[config.mk]
export PLATFORM = sky130hd
export DESIGN_NAME = refill_arbiter
export DESIGN_NICKNAME = d
export VERILOG_FILES = /design/src/rtl/refill_pkg.sv /design/src/rtl/refill_perf.sv /design/src/rtl/refill_arbiter.sv
export SDC_FILE = /design/constraint.sdc
export NUM_CORES = 1
export LEC_CHECK = 0
export BUFFER_PORTS_ARGS = -buffer_cell sky130_fd_sc_hd__buf_2
export CAP_MARGIN = 30
export CORE_UTILIZATION = 30
export CTS_CLUSTER_DIAMETER = 50
export DETAILED_ROUTE_END_ITERATION = 10
export PLACE_DENSITY = 0.68
export RECOVER_POWER = 50
export SLEW_MARGIN = 15
export SYNTH_ARGS = -nofsm -noshare
export SYNTH_HDL_FRONTEND = slang
export SYNTH_SLANG_ARGS = --single-unit
[constraint.sdc]
create_clock -name realClock -period 2.4 [get_ports realClock]
set_input_delay 0.36 -clock realClock [delete_from_list [all_inputs] [get_ports realClock]]
set_output_delay 0.36 -clock realClock [all_outputs]
set_load 0.1 [all_outputs]
[src/rtl/refill_pkg.sv]
// Shared definitions for the cache refill arbiter: FSM state encoding,
// default burst length and the helper that sizes the beat counter.
package refill_pkg;

    // Arbiter sequencing: wait for a request, run the beats, pulse done.
    typedef enum logic [1:0] {
        ST_IDLE  = 2'd0,
        ST_BURST = 2'd1,
        ST_DONE  = 2'd2
    } state_t;

    // Words per cache-line refill when the instantiation does not override it.
    localparam int DEFAULT_BEATS = 4;

    // Width of the beat index; never narrower than one bit.
    function automatic int beat_w(input int beats);
        return (beats < 2) ? 1 : $clog2(beats);
    endfunction

endpackage

[src/rtl/refill_perf.sv]
// Performance counters for the refill arbiter: grants per side and cycles
// during which the pipeline was asked to stall. All counters saturate.
// Only instantiated when REFILL_ARB_PERF_EN is defined.
module refill_perf
    import refill_pkg::*;
(
    input  logic        realClock,
    input  logic        reset,
    input  logic        i_grantI,
    input  logic        i_grantD,
    input  logic        i_stall,
    output logic [31:0] o_iMissCount,
    output logic [31:0] o_dMissCount,
    output logic [31:0] o_stallCycles
);

    logic [31:0] r_iMiss;
    logic [31:0] r_dMiss;
    logic [31:0] r_stall;

    // Increment that sticks at all-ones instead of wrapping.
    function automatic logic [31:0] sat_inc(input logic [31:0] v);
        return (&v) ? v : v + 32'd1;
    endfunction

    // Count I grants, D grants and stalled cycles on every rising edge.
    always_ff @(posedge realClock or posedge reset) begin
        if (reset) begin
            r_iMiss <= 32'd0;
            r_dMiss <= 32'd0;
            r_stall <= 32'd0;
        end else begin
            if (i_grantI) begin
                r_iMiss <= sat_inc(r_iMiss);
            end
            if (i_grantD) begin
                r_dMiss <= sat_inc(r_dMiss);
            end
            if (i_stall) begin
                r_stall <= sat_inc(r_stall);
            end
        end
    end

    assign o_iMissCount  = r_iMiss;
    assign o_dMissCount  = r_dMiss;
    assign o_stallCycles = r_stall;

endmodule

[src/rtl/refill_arbiter.sv]
// Refill arbiter: shares one backing-memory port between the I-cache refill
// path and the D-cache refill / single-word write path. Round-robin on ties,
// one burst at a time, one-cycle done pulse back to the owner.
// Optional performance counters are enabled with REFILL_ARB_PERF_EN.
module refill_arbiter
    import refill_pkg::*;
#(
    parameter int BEATS  = DEFAULT_BEATS,
    parameter int ADDR_W = 32
) (
    input  logic                       realClock,
    input  logic                       reset,
    input  logic                       iReq,
    input  logic [ADDR_W-1:0]          iAddr,
    input  logic                       dReq,
    input  logic                       dWr,
    input  logic [ADDR_W-1:0]          dAddr,
    input  logic [31:0]                dWdata,
    output logic                       memReq,
    output logic                       memWr,
    output logic [ADDR_W-1:0]          memAddr,
    output logic [31:0]                memWdata,
    input  logic                       memAck,
    input  logic [31:0]                memRdata,
    output logic                       fillValid,
    output logic                       fillToI,
    output logic [beat_w(BEATS)-1:0]   fillWord,
    output logic [31:0]                fillData,
    output logic                       iDone,
    output logic                       dDone,
    output logic                       outStall
`ifdef REFILL_ARB_PERF_EN
    ,
    output logic [31:0]                iMissCount,
    output logic [31:0]                dMissCount,
    output logic [31:0]                stallCycles
`endif
);

    localparam int BW    = beat_w(BEATS);
    localparam int OFF_W = BW + 2;

    // Clears the byte offset within a cache line.
    localparam logic [ADDR_W-1:0] LINE_MASK =
        ~((ADDR_W'(1) << OFF_W) - ADDR_W'(1));
    // Clears the byte offset within a word.
    localparam logic [ADDR_W-1:0] WORD_MASK = ~ADDR_W'(3);
    localparam logic [BW-1:0]     LAST_BEAT = BW'(BEATS - 1);
    localparam logic [ADDR_W-1:0] WORD_STEP = ADDR_W'(4);

    state_t              r_state;
    logic [BW-1:0]       r_beat;
    logic                r_lastD;     // 1 when the most recent grant went to D
    logic                r_ownI;      // owner of the burst in flight
    logic                r_memReq;
    logic                r_memWr;     // doubles as "this burst is a write"
    logic [ADDR_W-1:0]   r_memAddr;
    logic [31:0]         r_memWdata;
    logic                r_iDone;
    logic                r_dDone;

    logic                w_anyReq;
    logic                w_grantI;
    logic                w_grant;
    logic                w_dWrite;
    logic                w_beatAck;
    logic                w_lastBeat;
    logic [ADDR_W-1:0]   w_grantAddr;

    function automatic logic [ADDR_W-1:0] line_base(input logic [ADDR_W-1:0] a);
        return a & LINE_MASK;
    endfunction

    function automatic logic [ADDR_W-1:0] word_base(input logic [ADDR_W-1:0] a);
        return a & WORD_MASK;
    endfunction

    // Arbitration: a lone requester wins; on a tie the side that did not
    // win last time gets the port.
    always_comb begin
        w_anyReq    = iReq | dReq;
        w_grantI    = iReq & (~dReq | r_lastD);
        w_grant     = (r_state == ST_IDLE) & w_anyReq;
        w_dWrite    = ~w_grantI & dWr;
        w_grantAddr = w_grantI ? line_base(iAddr)
                    : (dWr ? word_base(dAddr) : line_base(dAddr));
    end

    // Beat bookkeeping: an acknowledge only counts while a request is out,
    // and a write burst is always a single beat.
    always_comb begin
        w_beatAck  = r_memReq & memAck;
        w_lastBeat = r_memWr | (r_beat == LAST_BEAT);
    end

    // Main sequencer: grant, issue beats until the line (or write) is done,
    // then hold one cycle in DONE to pulse the owner's completion.
    always_ff @(posedge realClock or posedge reset) begin
        if (reset) begin
            r_state    <= ST_IDLE;
            r_beat     <= '0;
            r_lastD    <= 1'b1;
            r_ownI     <= 1'b0;
            r_memReq   <= 1'b0;
            r_memWr    <= 1'b0;
            r_memAddr  <= '0;
            r_memWdata <= 32'd0;
            r_iDone    <= 1'b0;
            r_dDone    <= 1'b0;
        end else begin
            r_iDone <= 1'b0;
            r_dDone <= 1'b0;
            case (r_state)
                ST_IDLE: begin
                    if (w_grant) begin
                        r_state    <= ST_BURST;
                        r_ownI     <= w_grantI;
                        r_lastD    <= ~w_grantI;
                        r_beat     <= '0;
                        r_memReq   <= 1'b1;
                        r_memWr    <= w_dWrite;
                        r_memAddr  <= w_grantAddr;
                        r_memWdata <= w_dWrite ? dWdata : 32'd0;
                    end
                end
                ST_BURST: begin
                    if (w_beatAck) begin
                        if (w_lastBeat) begin
                            r_state  <= ST_DONE;
                            r_memReq <= 1'b0;
                            r_memWr  <= 1'b0;
                            r_beat   <= '0;
                            r_iDone  <= r_ownI;
                            r_dDone  <= ~r_ownI;
                        end else begin
                            r_beat    <= r_beat + BW'(1);
                            r_memAddr <= r_memAddr + WORD_STEP;
                        end
                    end
                end
                ST_DONE: begin
                    r_state <= ST_IDLE;
                end
                default: begin
                    r_state  <= ST_IDLE;
                    r_memReq <= 1'b0;
                    r_memWr  <= 1'b0;
                end
            endcase
        end
    end

    // Fill beats go straight through in the acknowledge cycle; outside a
    // read beat the fill bus is held at zero.
    always_comb begin
        fillValid = w_beatAck & ~r_memWr;
        fillToI   = fillValid & r_ownI;
        fillWord  = fillValid ? r_beat : '0;
        fillData  = fillValid ? memRdata : 32'd0;
    end

    assign memReq   = r_memReq;
    assign memWr    = r_memWr;
    assign memAddr  = r_memAddr;
    assign memWdata = r_memWdata;
    assign iDone    = r_iDone;
    assign dDone    = r_dDone;
    assign outStall = w_anyReq | (r_state != ST_IDLE);

`ifdef REFILL_ARB_PERF_EN
    logic w_grantEvtI;
    logic w_grantEvtD;

    assign w_grantEvtI = w_grant & w_grantI;
    assign w_grantEvtD = w_grant & ~w_grantI;

    refill_perf u_perf (
        .realClock     (realClock),
        .reset         (reset),
        .i_grantI      (w_grantEvtI),
        .i_grantD      (w_grantEvtD),
        .i_stall       (outStall),
        .o_iMissCount  (iMissCount),
        .o_dMissCount  (dMissCount),
        .o_stallCycles (stallCycles)
    );
`endif

endmodule
# Yosys cells after proc, flatten, opt, wreduce, memory -nomap -nowiden

Index checks and enable logic that the tools add are counted.

Equality and inequality tests: 7
Bitwise operators: 15
Reduce and logical (&&, ||, !) cells: 8
Magnitude comparators: 0
Multiply operators: 0
Muxes and demuxes: 29
Div/mod/pow operators: 0
Shifts and indexed selects: 0
Add/sub/neg operators: 2

Operator list:

| cell                                                                   | number |
|---|---|
| 32-bit 2-to-1 mux                                                      | 6 |
| 32-bit case mux with 2 select lines                                    | 1 |
| 32-bit by 3-bit adder with 32-bit output (second input constant)       | 1 |
| 2-bit 2-to-1 mux                                                       | 7 |
| 1-bit 2-to-1 mux                                                       | 10 |
| 2-bit inequality test (second input constant)                          | 4 |
| 2-bit case mux with 2 select lines                                     | 2 |
| 4-bit AND reduction                                                    | 2 |
| 1-bit AND                                                              | 6 |
| 1-bit case mux with 3 select lines                                     | 2 |
| 3-bit AND reduction                                                    | 2 |
| 1-bit NOT                                                              | 5 |
| 2-bit equality test (second input constant)                            | 2 |
| 4-bit 2-to-1 mux                                                       | 1 |
| 1-bit bitwise OR                                                       | 4 |
| 2-bit nonzero test                                                     | 2 |
| 2-bit by 1-bit adder with 2-bit output (second input constant)         | 1 |
| 2-bit by 1-bit equality test with 1-bit output (second input constant) | 1 |
| 2-bit logical NOT                                                      | 1 |
| 2-bit AND reduction                                                    | 1 |

Logic and storage cells: 71
Register bits after elaboration: 74
ROM bits: 0
Memories kept: 0
Bits in latches: 0
Memory bits (writable): 0

# Longest topological paths before layout

Gate-level depths: netlist (run 1).

Word-level depth: 7
Mapped depth: 8
Mapped depth without buffers: 6

# Worst setup path after synthesis (run 1)

No wires, ideal clock.

Kind: reg2out
Start point: register r_memReq, in the netlist memReq
End point: output fillData[22]
Required time: 2.040 ns
Stages on the path, launching flop included: 5
Buffers on the path: 1
Slack: -1.320 ns
Arrival: 3.360 ns
Path through: dfrtp_1 nand2_1 nor2_1 clkbuf_1 and2_1

Longest elaborated chain between the ends: 3

Ends and longest elaborated chain:

| element                | RTL line              | source |
|---|---|---|
| start, declared        | refill_arbiter.sv:55  | `logic r_memReq;` |
| start signal, assigned | refill_arbiter.sv:104 | `r_memReq <= 1'b0;` |
| start signal, assigned | refill_arbiter.sv:120 | `r_memReq <= 1'b1;` |
| start signal, assigned | refill_arbiter.sv:130 | `r_memReq <= 1'b0;` |
| 1-bit AND              | refill_arbiter.sv:92  | `w_beatAck = r_memReq & memAck;` |
| 1-bit AND              | refill_arbiter.sv:156 | `fillValid = w_beatAck & ~r_memWr;` |
| named net fillValid    | refill_arbiter.sv:25  | `output logic fillValid,` |
| 32-bit 2-to-1 mux      | refill_arbiter.sv:159 | `fillData = fillValid ? memRdata : 32'd0;` |
| end, declared          | refill_arbiter.sv:28  | `output logic [31:0] fillData,` |

The timed path passes the listed nets, and every way through them passes these cells.

# Worst setup path after layout (run 1)

Start point: register r_memReq, in the netlist memReq
End point: output fillWord[0]

Longest elaborated chain between the ends: 3

Ends and longest elaborated chain:

| element          | RTL line              | source |
|---|---|---|
| 1-bit AND        | refill_arbiter.sv:92  |  |
| 1-bit AND        | refill_arbiter.sv:156 |  |
| 2-bit 2-to-1 mux | refill_arbiter.sv:158 | `fillWord = fillValid ? r_beat : '0;` |
| end, declared    | refill_arbiter.sv:27  | `output logic [beat_w(BEATS)-1:0] fillWord,` |

Every way passes these cells.

==> results of run 1 <==
critical path, stage by stage, from the launching register on:
cell	delay, ps
dfrtp_2	380
nand2_1	130
nor2_2	150
buf_12	190
and2_1	180
buf_2	450
per-layer routing:
layer / vias to the layer above / track usage
li1: 2215 / -
met1: 2161 / 0.247
met2: 190 / 0.346
met3: 14 / 0.0571
met4: 0 / 0.0672
met5: - / 0
area by class of cell:
cell class	instances	area, um^2	share of cell area
inverter	6	22.5	0.00380
clock inverter	6	91.3	0.0154
sequential	72	1830	0.308
tap	176	220	0.0371
timing repair buffer	251	1270	0.215
multi-input combinational	381	2260	0.381
clock buffer	10	239	0.0403
stage by stage:
step                      setup slack (ps)  setup TNS (ps)  cell area (um^2)  cells
after global placement                 332               0              5690    886
after detailed placement               304               0              5690    886
after CTS                              186               0              6020    902
final                                  220               0              5930    902
after global routing                   110               0              5930    902
after floorplan                       -112            -112              4270    499
cells in the mapped netlist, types with 2 or more instances:
master       n
o22a_1       8
a22oi_1      2
or3_1        2
o211a_1      2
a32oi_1      5
nand4_1     12
ha_1         2
a21oi_1     28
nor3_1       5
and3_1       5
nand3_1     17
and2_1      41
a31oi_1      8
o22ai_1      6
buf_4        3
a2bb2oi_1    4
nand2b_1     2
mux2i_1      6
a41oi_1      2
o21ai_0     55
buf_2        9
inv_1        6
a211oi_1     2
dfrtp_1     71
clkbuf_1    26
nand2_1    101
o311ai_0     2
mux2_2      15
nor2_1      17
nor4_1       6
cells in the final DEF, fill, tap and decap left out, drive strengths merged, types with 4 or more instances in the layout:
| master | synthesis | final |
|---|---|---|
| a21oi | 28 | 28 |
| a2bb2oi | 4 | 4 |
| a31oi | 8 | 8 |
| a32oi | 5 | 5 |
| and2 | 42 | 42 |
| and3 | 5 | 5 |
| buf | 14 | 199 |
| clkbuf | 26 | 62 |
| dfrtp | 71 | 71 |
| inv | 6 | 7 |
| mux2 | 15 | 15 |
| mux2i | 6 | 6 |
| nand2 | 101 | 101 |
| nand3 | 18 | 18 |
| nand4 | 13 | 13 |
| nor2 | 17 | 17 |
| nor3 | 6 | 6 |
| nor4 | 7 | 7 |
| o21ai | 55 | 55 |
| o22a | 9 | 9 |
| o22ai | 6 | 6 |
worst paths after layout:
kind	from	to	slack, ps	depth (start not counted)
worst max-delay path	memReq$_DFFE_PP0P_	fillWord[0]	220	5
worst min-delay path	dWdata[25]	memWdata[25]$_DFFE_PP0P_	250	3
worst max register to register	r_beat[0]$_DFFE_PP0P_	memAddr[31]$_DFFE_PP0P_	270	6
worst min register to register	memWdata[5]$_DFFE_PP0P_	memWdata[5]$_DFFE_PP0P_	480	2
max in group asynchronous	reset	memAddr[2]$_DFFE_PP0P_	600	3
min in group asynchronous	reset	memWdata[21]$_DFFE_PP0P_	410	2
state kept, by name, indices dropped and copies added (netlist names):
signal    flops
memWdata     32
memAddr      30
r_beat        2
r_state       2
dDone         1
iDone         1
memReq        1
memWr         1
r_lastD       1
r_ownI        1
kinds of logic after synthesis:
family                     Yosys count  share of synthesized area
AOI/OAI and AO/OA                  135                      0.199
adders and majority gates            2                    0.00597
buffers and inverters               46                     0.0484
DFF                                 72                      0.430
muxes                               21                     0.0546
other                                1                   0.000895
and+or+nand+nor                    221                      0.261
==> parameters.txt, run 1 <==
Parameter                              Value

Floorplanning
  I/O Pins ... 239
  Area of the core ... 0.0135 mm^2
  Die outline area ... 0.0144 mm^2
  Die height ... 120 um
  Effective utilization at floorplan ... 0.312
  FP Rows ... 42
  Horiz. Die Dim ... 120 um

Routing
  Drt first-iter violations ... 352
  Detailed-route wire length per cell ... 16.2 um
  Total number of vias ... 4,580
  Amount of wire on met3 after detailed routing ... 995 um
  Overall routed net length ... 14,600 um
  Routed length on met1 ... 6060 um
  Highest metal used ... met4
  Detail Route met2 WL ... 7300 um
  Vias per cell ... 5.08
  Residual DRC ... 0
  Number of iterations in the first detailed-routing pass ... 6
  Final antenna-violating net count ... 0

Outcome
  Result of the run ... finished, final reports clean

Layout
  Area growth syn-to-layout ... 41.5%
  # fillers ... 1,419
  Fraction of layout instances using a drive strength above 1 ... 0.405
  Diode count ... 0
  Post-layout utilization of the core ... 0.441
  Layout Nets ... 857

Synthesis
  Yosys top cell area share ... 0.424
  Cell count after synthesis ... 498
  EDFF count, synth ... 0
  Main synth FF type ... dfrtp_1
  Largest area contributor in the synthesized netlist ... dfrtp_1
  Syn Area/Cell ... 8.42 um^2
  Library cells used by synthesis ... 58
  Fraction of the yosys area taken by sequential cells ... 0.430
  Number of flip-flops and latches in the synthesized netlist ... 72
  Top cells by area, synth ... dfrtp_1 (42%), nand2_1 (9.0%), o21ai_0 (6.6%), and2_1 (6.1%), mux2_2 (4.0%)
  Warnings from Yosys ... 0
  Async set-or-reset flop fraction in the synthesized netlist ... 1.00
  Synthesized area ... 0.00419 mm^2

Clock tree
  Clock transition at path regs ... 60 ps
  Post-CTS setup buffer count ... 0
  Longest Clk Path Bufs ... 2
  Clock tree from TritonCTS ... yes
  Clock insertion delay at the later pin of the skew report ... 340 ps
  H-tree Lvls ... 3
  Clock Tree Root ... clkbuf_16
  CTS Hold Bufs ... 0
  Resized cells post-CTS ... 0
  Total clock sinks ... 72
  Clock buffers created by TritonCTS ... 9

STA
  Final period utilization ... 0.908
  Setup repair after global routing missed its margin ... no
  Achievable frequency ... 459 MHz
  Min Hold Slack ... 250 ps
  Skew final ... 4.32 ps
  Final number of setup-violating endpoints ... 0
  Slew at the pin closest to its max-slew limit ... 1390 ps
  Slew Limit Headroom ... 0.0696
  Final Hold Viols ... 0
  Final slew viol count ... 0
  Post-route minimum period ... 2180 ps

Critical path
  Arrival time of the worst setup path ... 1820 ps
  Critical path fanouts, max ... 36
  Setup CP Type ... reg2out
  Launching element type of the critical path ... register
  Element type at the critical path end ... primary output
  Worst Path Required ... 2040 ps

Hold path
  Hold Crit Class ... in2reg

Global routing
  Pin count of the biggest net entering global routing ... 48
  Vias in the first global route ... 4,208
  Overall global routing resource usage ... 0.204
  Residual overflow from global routing ... 0
  Wire length of the first global-routing pass ... 22,500 um
  Number of antenna violations at the first check in global routing ... 1

Placed design
  Buffers added on ports ... 230
  HPWL after detailed placement ... 11,000 um
  Final weighted congestion of routability-driven global placement ... 0.809

Run
  Maxcap violations ... 0
Power of run 1 is left out: the tool's default activity adds up to more than one toggle a clock period on the data nets, which glitch-free logic cannot reach.
==> run 2, diff against run 1 <==
--- a/config.mk
+++ b/config.mk
@@ -10,7 +10,7 @@
 export CORE_UTILIZATION = 30
 export CTS_CLUSTER_DIAMETER = 50
 export DETAILED_ROUTE_END_ITERATION = 10
-export PLACE_DENSITY = 0.68
+export PLACE_DENSITY_LB_ADDON = 0.05
 export RECOVER_POWER = 50
 export SLEW_MARGIN = 15
 export SYNTH_ARGS = -nofsm -noshare
==> parameters.txt, run 2 (same netlist as run 1, synthesis figures left out) <==
Parameter                              Value

Placed design
  Post-placement cell area ... 0.00618 mm^2 (was 0.00569 mm^2)
  Final weighted congestion of routability-driven global placement ... 0.779 (was 0.809)
  HPWL after detailed placement ... 11,100 um (was 11,000 um)
  Buffers added on ports ... 230 (unchanged)

Clock tree
  Total clock sinks ... 72 (unchanged)
  Clock transition at path regs ... 60 ps (about the same)
  CTS Hold Bufs ... 0 (unchanged)
  Longest Clk Path Bufs ... 2 (unchanged)
  Clock insertion delay at the later pin of the skew report ... 330 ps (was 340 ps)
  Post-CTS setup buffer count ... 0 (unchanged)
  Clock buffers created by TritonCTS ... 9 (unchanged)
  H-tree Lvls ... 3 (unchanged)
  Clock tree from TritonCTS ... yes (unchanged)
  Resized cells post-CTS ... 0 (unchanged)
  Clock Tree Root ... clkbuf_16 (unchanged)

Critical path
  Element type at the critical path end ... register (was primary output)
  Launching element type of the critical path ... register (unchanged)
  Setup CP Type ... reg2reg (was reg2out)
  Critical path fanouts, max ... 24 (was 36)
  Arrival time of the worst setup path ... 2320 ps (was 1820 ps)
  Worst Path Required ... 2600 ps (was 2040 ps)
  Worst r2r path cells ... 6 (unchanged)

Floorplanning
  Die height ... 120 um (unchanged)
  FP Rows ... 42 (unchanged)
  I/O Pins ... 239 (unchanged)
  Horiz. Die Dim ... 120 um (unchanged)
  Die outline area ... 0.0144 mm^2 (unchanged)
  Effective utilization at floorplan ... 0.312 (unchanged)
  Area of the core ... 0.0135 mm^2 (unchanged)

Global routing
  Number of antenna violations at the first check in global routing ... 0 (was 1)
  Residual overflow from global routing ... 0 (unchanged)
  Vias in the first global route ... 4,361 (was 4,208)
  Pin count of the biggest net entering global routing ... 40 (was 48)
  Wire length of the first global-routing pass ... 23,000 um (was 22,500 um)
  Overall global routing resource usage ... 0.204 (about the same)

Routing
  Total number of vias ... 4,559 (was 4,580)
  Number of iterations in the first detailed-routing pass ... 4 (was 6)
  Drt first-iter violations ... 225 (was 352)
  Residual DRC ... 0 (unchanged)
  Detailed-route wire length per cell ... 16.3 um (was 16.2 um)
  Vias per cell ... 5.07 (was 5.08)
  Final antenna-violating net count ... 0 (unchanged)
  Overall routed net length ... 14,700 um (was 14,600 um)

Layout
  Area growth syn-to-layout ... 51.6% (was 41.5%)
  Post-route design area ... 0.00635 mm^2 (was 0.00593 mm^2)
  Diode count ... 0 (unchanged)
  Layout Nets ... 855 (was 857)
  Most common cell after layout, fill and taps aside ... buf_2 (unchanged)
  Fraction of layout instances using a drive strength above 1 ... 0.401 (was 0.405)
  Commonest cells after routing, fill and taps aside ... buf_2 (145), nand2_1 (101), o21ai_0 (54), dfrtp_1 (53), clkbuf_1 (52) (was buf_2 (183), nand2_1 (101), o21ai_0 (54), dfrtp_1 (53), clkbuf_1 (49))
  Number of flip-flops in the largest register ... 32 (unchanged)

STA
  Final slew viol count ... 0 (unchanged)
  Final Hold Viols ... 0 (unchanged)
  Slew Limit Headroom ... 0.177 (was 0.0696)
  Achievable frequency ... 471 MHz (was 459 MHz)
  Final period utilization ... 0.885 (was 0.908)
  Final number of setup-violating endpoints ... 0 (unchanged)
  Skew final ... 3.63 ps (was 4.32 ps)
  Setup repair after global routing missed its margin ... no (unchanged)
  Post-route minimum period ... 2120 ps (was 2180 ps)
  Slew at the pin closest to its max-slew limit ... 1240 ps (was 1390 ps)

Hold path
  Hold Crit Class ... in2async (was in2reg)

Outcome
  Result of the run ... finished, final reports clean (unchanged)

Run
  Maxcap violations ... 0 (unchanged)
run 2: changes by cell type in the layout (fill, tap and decap cells not counted), sizes merged:
cell    previous run  this run
bufinv             2         0
buf              199       196
clkbuf            62        64
clkinv             3         5
inv                7         6
run 2: per-layer routing:
layer	track usage	wire length, um
met4	0.0547	125
met1	0.269	6500
met3	0.0406	918
met2	0.338	7140
met5	0	0
run 2: critical path: stages (launching register included):
cell and delay [ps]:
dfrtp_1 410, ha_1 220, or2_1 250, a221o_1 530, buf_4 300, o21ai_0 170
o21ai_0 100
run 2: path summary, 6_finish.rpt:
| path | startpoint | endpoint | slack, ps |
|---|---|---|---|
| setup / recovery | r_beat[0]$_DFFE_PP0P_ | memAddr[27]$_DFFE_PP0P_ | 280 |
| hold / removal | reset | memAddr[29]$_DFFE_PP0P_ | 240 |
| setup reg to reg | r_beat[0]$_DFFE_PP0P_ | memAddr[27]$_DFFE_PP0P_ | 280 |
| hold reg to reg | memWdata[12]$_DFFE_PP0P_ | memWdata[12]$_DFFE_PP0P_ | 480 |
| max in group asynchronous | reset | memAddr[14]$_DFFE_PP0P_ | 530 |
| min in group realClock | dWdata[28] | memWdata[28]$_DFFE_PP0P_ | 270 |
run 2: stage by stage:
step                      cells  utilization  hold WS (ps)  setup TNS [ps]  setup slack, ps
after floorplan             499            -           441            -112             -112
after CTS                   900        0.479          90.2               0              295
after detailed placement    884        0.460           447               0              296
final                       900        0.472           238               0              276
after global routing        900        0.472           269               0              121
after global placement      884        0.460           447               0              330
run 2: final cells by class:
cell class / instances / area (um^2)
Timing Repair Buffer: 249 / 1760
Sequential cell: 72 / 1830
Multi-Input combinational cell: 381 / 2270
Fill cell: 1360 / 7100
Clock buffer: 11 / 233
Clock inverter: 5 / 25.0
Tap cell: 176 / 220
Inverter: 6 / 22.5
Power of run 2 is left out for the same reason.
==> run 3, diff against run 2 <==
--- a/config.mk
+++ b/config.mk
@@ -5,6 +5,7 @@
 export SDC_FILE = /design/constraint.sdc
 export NUM_CORES = 1
 export LEC_CHECK = 0
+export ABC_AREA = 1
 export BUFFER_PORTS_ARGS = -buffer_cell sky130_fd_sc_hd__buf_2
 export CAP_MARGIN = 30
 export CORE_UTILIZATION = 30
==> constraint.sdc (replaced) <==
create_clock -name realClock -period 2.5 [get_ports realClock]
set_input_delay 0.375 -clock realClock [delete_from_list [all_inputs] [get_ports realClock]]
set_output_delay 0.375 -clock realClock [all_outputs]
set_load 0.1 [all_outputs]
==> parameters.txt, run 3 <==
Parameter                              Value

Outcome
  Result of the run ... finished, final reports clean (unchanged)

Floorplanning
  I/O Pins ... 239 (unchanged)
  Die height ... 123 um (was 120 um)
  Area of the core ... 0.0141 mm^2 (was 0.0135 mm^2)
  Die outline area ... 0.0152 mm^2 (was 0.0144 mm^2)
  Horiz. Die Dim ... 123 um (was 120 um)
  Effective utilization at floorplan ... 0.313 (was 0.312)
  FP Rows ... 43 (was 42)

Global routing
  Number of antenna violations at the first check in global routing ... 2 (was 0)
  Vias in the first global route ... 4,737 (was 4,361)
  Overall global routing resource usage ... 0.202 (was 0.204)
  Pin count of the biggest net entering global routing ... 44 (was 40)
  Wire length of the first global-routing pass ... 23,700 um (was 23,000 um)
  Residual overflow from global routing ... 0 (unchanged)

Routing
  Drt first-iter violations ... 225 (unchanged)
  Vias per cell ... 4.79 (was 5.07)
  Number of iterations in the first detailed-routing pass ... 5 (was 4)
  Detailed-route wire length per cell ... 14.7 um (was 16.3 um)
  Residual DRC ... 0 (unchanged)
  Total number of vias ... 4,986 (was 4,559)
  Final antenna-violating net count ... 0 (unchanged)
  Overall routed net length ... 15,300 um (was 14,700 um)

Placed design
  Final weighted congestion of routability-driven global placement ... 0.862 (was 0.779)
  Minimum setup slack after placement ... 588 ps (was 296 ps)
  HPWL after detailed placement ... 11,700 um (was 11,100 um)
  Buffers added on ports ... 230 (unchanged)

Synthesis
  Cell count after synthesis ... 635 (was 498)
  Fraction of the yosys area taken by sequential cells ... 0.409 (was 0.430)
  Number of flip-flops and latches in the synthesized netlist ... 72 (unchanged)
  Main synth FF type ... dfrtp_1 (unchanged)
  Syn Area/Cell ... 6.94 um^2 (was 8.42 um^2)
  Synthesized area ... 0.00441 mm^2 (was 0.00419 mm^2)
  Yosys top cell area share ... 0.403 (was 0.424)
  Async set-or-reset flop fraction in the synthesized netlist ... 1.00 (unchanged)
  Library cells used by synthesis ... 33 (was 58)
  EDFF count, synth ... 0 (unchanged)
  Top cells by area, synth ... dfrtp_1 (40%), nor2_1 (13%), nand2_1 (10%), a32o_1 (7.3%), inv_1 (6.7%) (was dfrtp_1 (42%), nand2_1 (9.0%), o21ai_0 (6.6%), and2_1 (6.1%), mux2_2 (4.0%))
  Largest area contributor in the synthesized netlist ... dfrtp_1 (unchanged)
  List of most frequent post-synthesis cells ... nor2_1 (156), nand2_1 (119), inv_1 (79), dfrtp_1 (71), o21ai_0 (51) (was nand2_1 (101), dfrtp_1 (71), o21ai_0 (55), and2_1 (41), a21oi_1 (28))
  Warnings from Yosys ... 0 (unchanged)
  Cell with the most instances after synthesis ... nor2_1 (was nand2_1)

Layout
  Sequential cell area ... 0.00181 mm^2 (was 0.00183 mm^2)
  # fillers ... 1,474 (was 1,360)
  Layout Nets ... 991 (was 855)
  Number of flip-flops in the largest register ... 32 (unchanged)
  Commonest cells after routing, fill and taps aside ... buf_2 (150), nor2_1 (122), nand2_1 (118), inv_1 (79), dfrtp_1 (69) (was buf_2 (145), nand2_1 (101), o21ai_0 (54), dfrtp_1 (53), clkbuf_1 (52))
  Fraction of layout instances using a drive strength above 1 ... 0.307 (was 0.401)
  Most common cell after layout, fill and taps aside ... buf_2 (unchanged)
  Area growth syn-to-layout ... 53.6% (was 51.6%)
  Multi-input combinational cell area ... 0.00241 mm^2 (was 0.00227 mm^2)

Clock tree
  Total clock sinks ... 72 (unchanged)
  Clock insertion delay at the later pin of the skew report ... 340 ps (was 330 ps)
  CTS Hold Bufs ... 0 (unchanged)
  Clock transition at path regs ... 60 ps (about the same)
  Resized cells post-CTS ... 0 (unchanged)
  Clock Tree Root ... clkbuf_16 (unchanged)
  Clock tree from TritonCTS ... yes (unchanged)
  H-tree Lvls ... 3 (unchanged)
  Post-CTS setup buffer count ... 0 (unchanged)
  Longest Clk Path Bufs ... 2 (unchanged)
  Clock buffers created by TritonCTS ... 9 (unchanged)

Critical path
  Critical path fanouts, max ... 23 (was 24)
  Arrival time of the worst setup path ... 1790 ps (was 2320 ps)
  Worst Path Required ... 2120 ps (was 2600 ps)
  Setup CP Type ... reg2out (was reg2reg)
  Launching element type of the critical path ... register (unchanged)
  Element type at the critical path end ... primary output (was register)

STA
  Final period utilization ... 0.864
  Achievable frequency ... 463 MHz
  Final number of setup-violating endpoints ... 0 (unchanged)
  Setup Total Neg Slack ... 0 ps (unchanged)
  Skew final ... 9.02 ps (was 3.63 ps)
  Final worst slack ... 339 ps (was 276 ps)
  Slew Limit Headroom ... 0.137 (was 0.177)
  Setup repair after global routing missed its margin ... no (unchanged)
  Slew at the pin closest to its max-slew limit ... 1290 ps (was 1240 ps)
  Final Hold Viols ... 0 (unchanged)
  Post-route minimum period ... 2160 ps
  Final slew viol count ... 0 (unchanged)

Run
  Maxcap violations ... 0 (unchanged)

Power
  Total power per unit cell area ... 399 mW/mm^2
  Worst supply voltage drop on vdd ... 0.000227 V
  Total Power ... 0.00270 W
  Static Leakage ... 3.46 nW

Hold path
  Hold Crit Class ... in2async (unchanged)
-- run 3: changes by cell type after synthesis, sizes merged, moves of 11 or more --
| cell | delta |
|---|---|
| nor2 | +145 |
| nand2 | +21 |
| and2 | -41 |
| mux2 | -15 |
| nand4 | -13 |
| a32o | +31 |
| clkbuf | -11 |
| nand3 | +19 |
| inv | +75 |
-- run 3: final cells by class --
cell class	count	share of cell area
multi-input combinational	449	0.356
inverter	82	0.0462
sequential	72	0.267
clock buffer	10	0.0353
timing repair buffer	241	0.252
antenna	1	0.000370
tap	180	0.0333
clock inverter	6	0.00999
-- run 3: power breakdown --
| part | switching (W) | leakage (nW) | internal [W] |
|---|---|---|---|
| logic | 0.000119 | 2.47 | 0.0000830 |
| clock network | 0.000527 | 0.145 | 0.000803 |
| registers | 0 | 0.853 | 0.00117 |
-- run 3: metrics by stage --
| step | hold slack [ps] | std cells | util | cell area, um^2 |
|---|---|---|---|---|
| 2_1_floorplan | 410 | 636 | - | 4760 |
| 3_3_place_gp | 382 | 1024 | 0.464 | 6540 |
| 3_5_place_dp | 393 | 1024 | 0.464 | 6540 |
| 4_1_cts | 32.2 | 1040 | 0.486 | 6850 |
| 5_1_grt | 203 | 1041 | 0.480 | 6770 |
| 6_report | 148 | 1041 | 0.480 | 6770 |
-- run 3: worst paths after layout --
kind / start / to / slack, ps / cells after the start
max: memReq$_DFFE_PP0P_ / fillData[10] / 340 / 6
min reg2reg: r_ownI$_DFFE_PP0P_ / dDone$_DFF_PP0_ / 440 / 1
max reg2reg: r_state[1]$_DFFE_PP0P_ / memAddr[11]$_DFFE_PP0P_ / 370 / 7
min in group realClock: dWdata[21] / memWdata[21]$_DFFE_PP0P_ / 290 / 2
max in group asynchronous: reset / memAddr[5]$_DFFE_PP0P_ / 710 / 3
min: reset / memWdata[31]$_DFFE_PP0P_ / 150 / 2
-- run 3: kinds of logic after synthesis --
family	after synthesis	share of synthesized area
compound gates	117	0.176
simple gates	327	0.298
other cells	1	0.000851
flops	72	0.409
fa+ha+maj	2	0.00568
buf+inv	115	0.108
xor+xnor	1	0.00199
-- run 3: layer usage --
| layer | global-route usage | routed length, um |
|---|---|---|
| met1 | 0.262 | 6660 |
| met2 | 0.333 | 7320 |
| met3 | 0.0475 | 1170 |
| met4 | 0.0557 | 148 |
| met5 | 0 | 13 |
-- run 3: critical path, cell delays in order, from the launching register on --
cell and delay (ps):
dfrtp_2 390, nand2_4 80, nor2_4 140, clkinv_4 220, buf_12 280, nor2_4 150
buf_12 180
No activity file was read; power rests on OpenSTA's default activity.
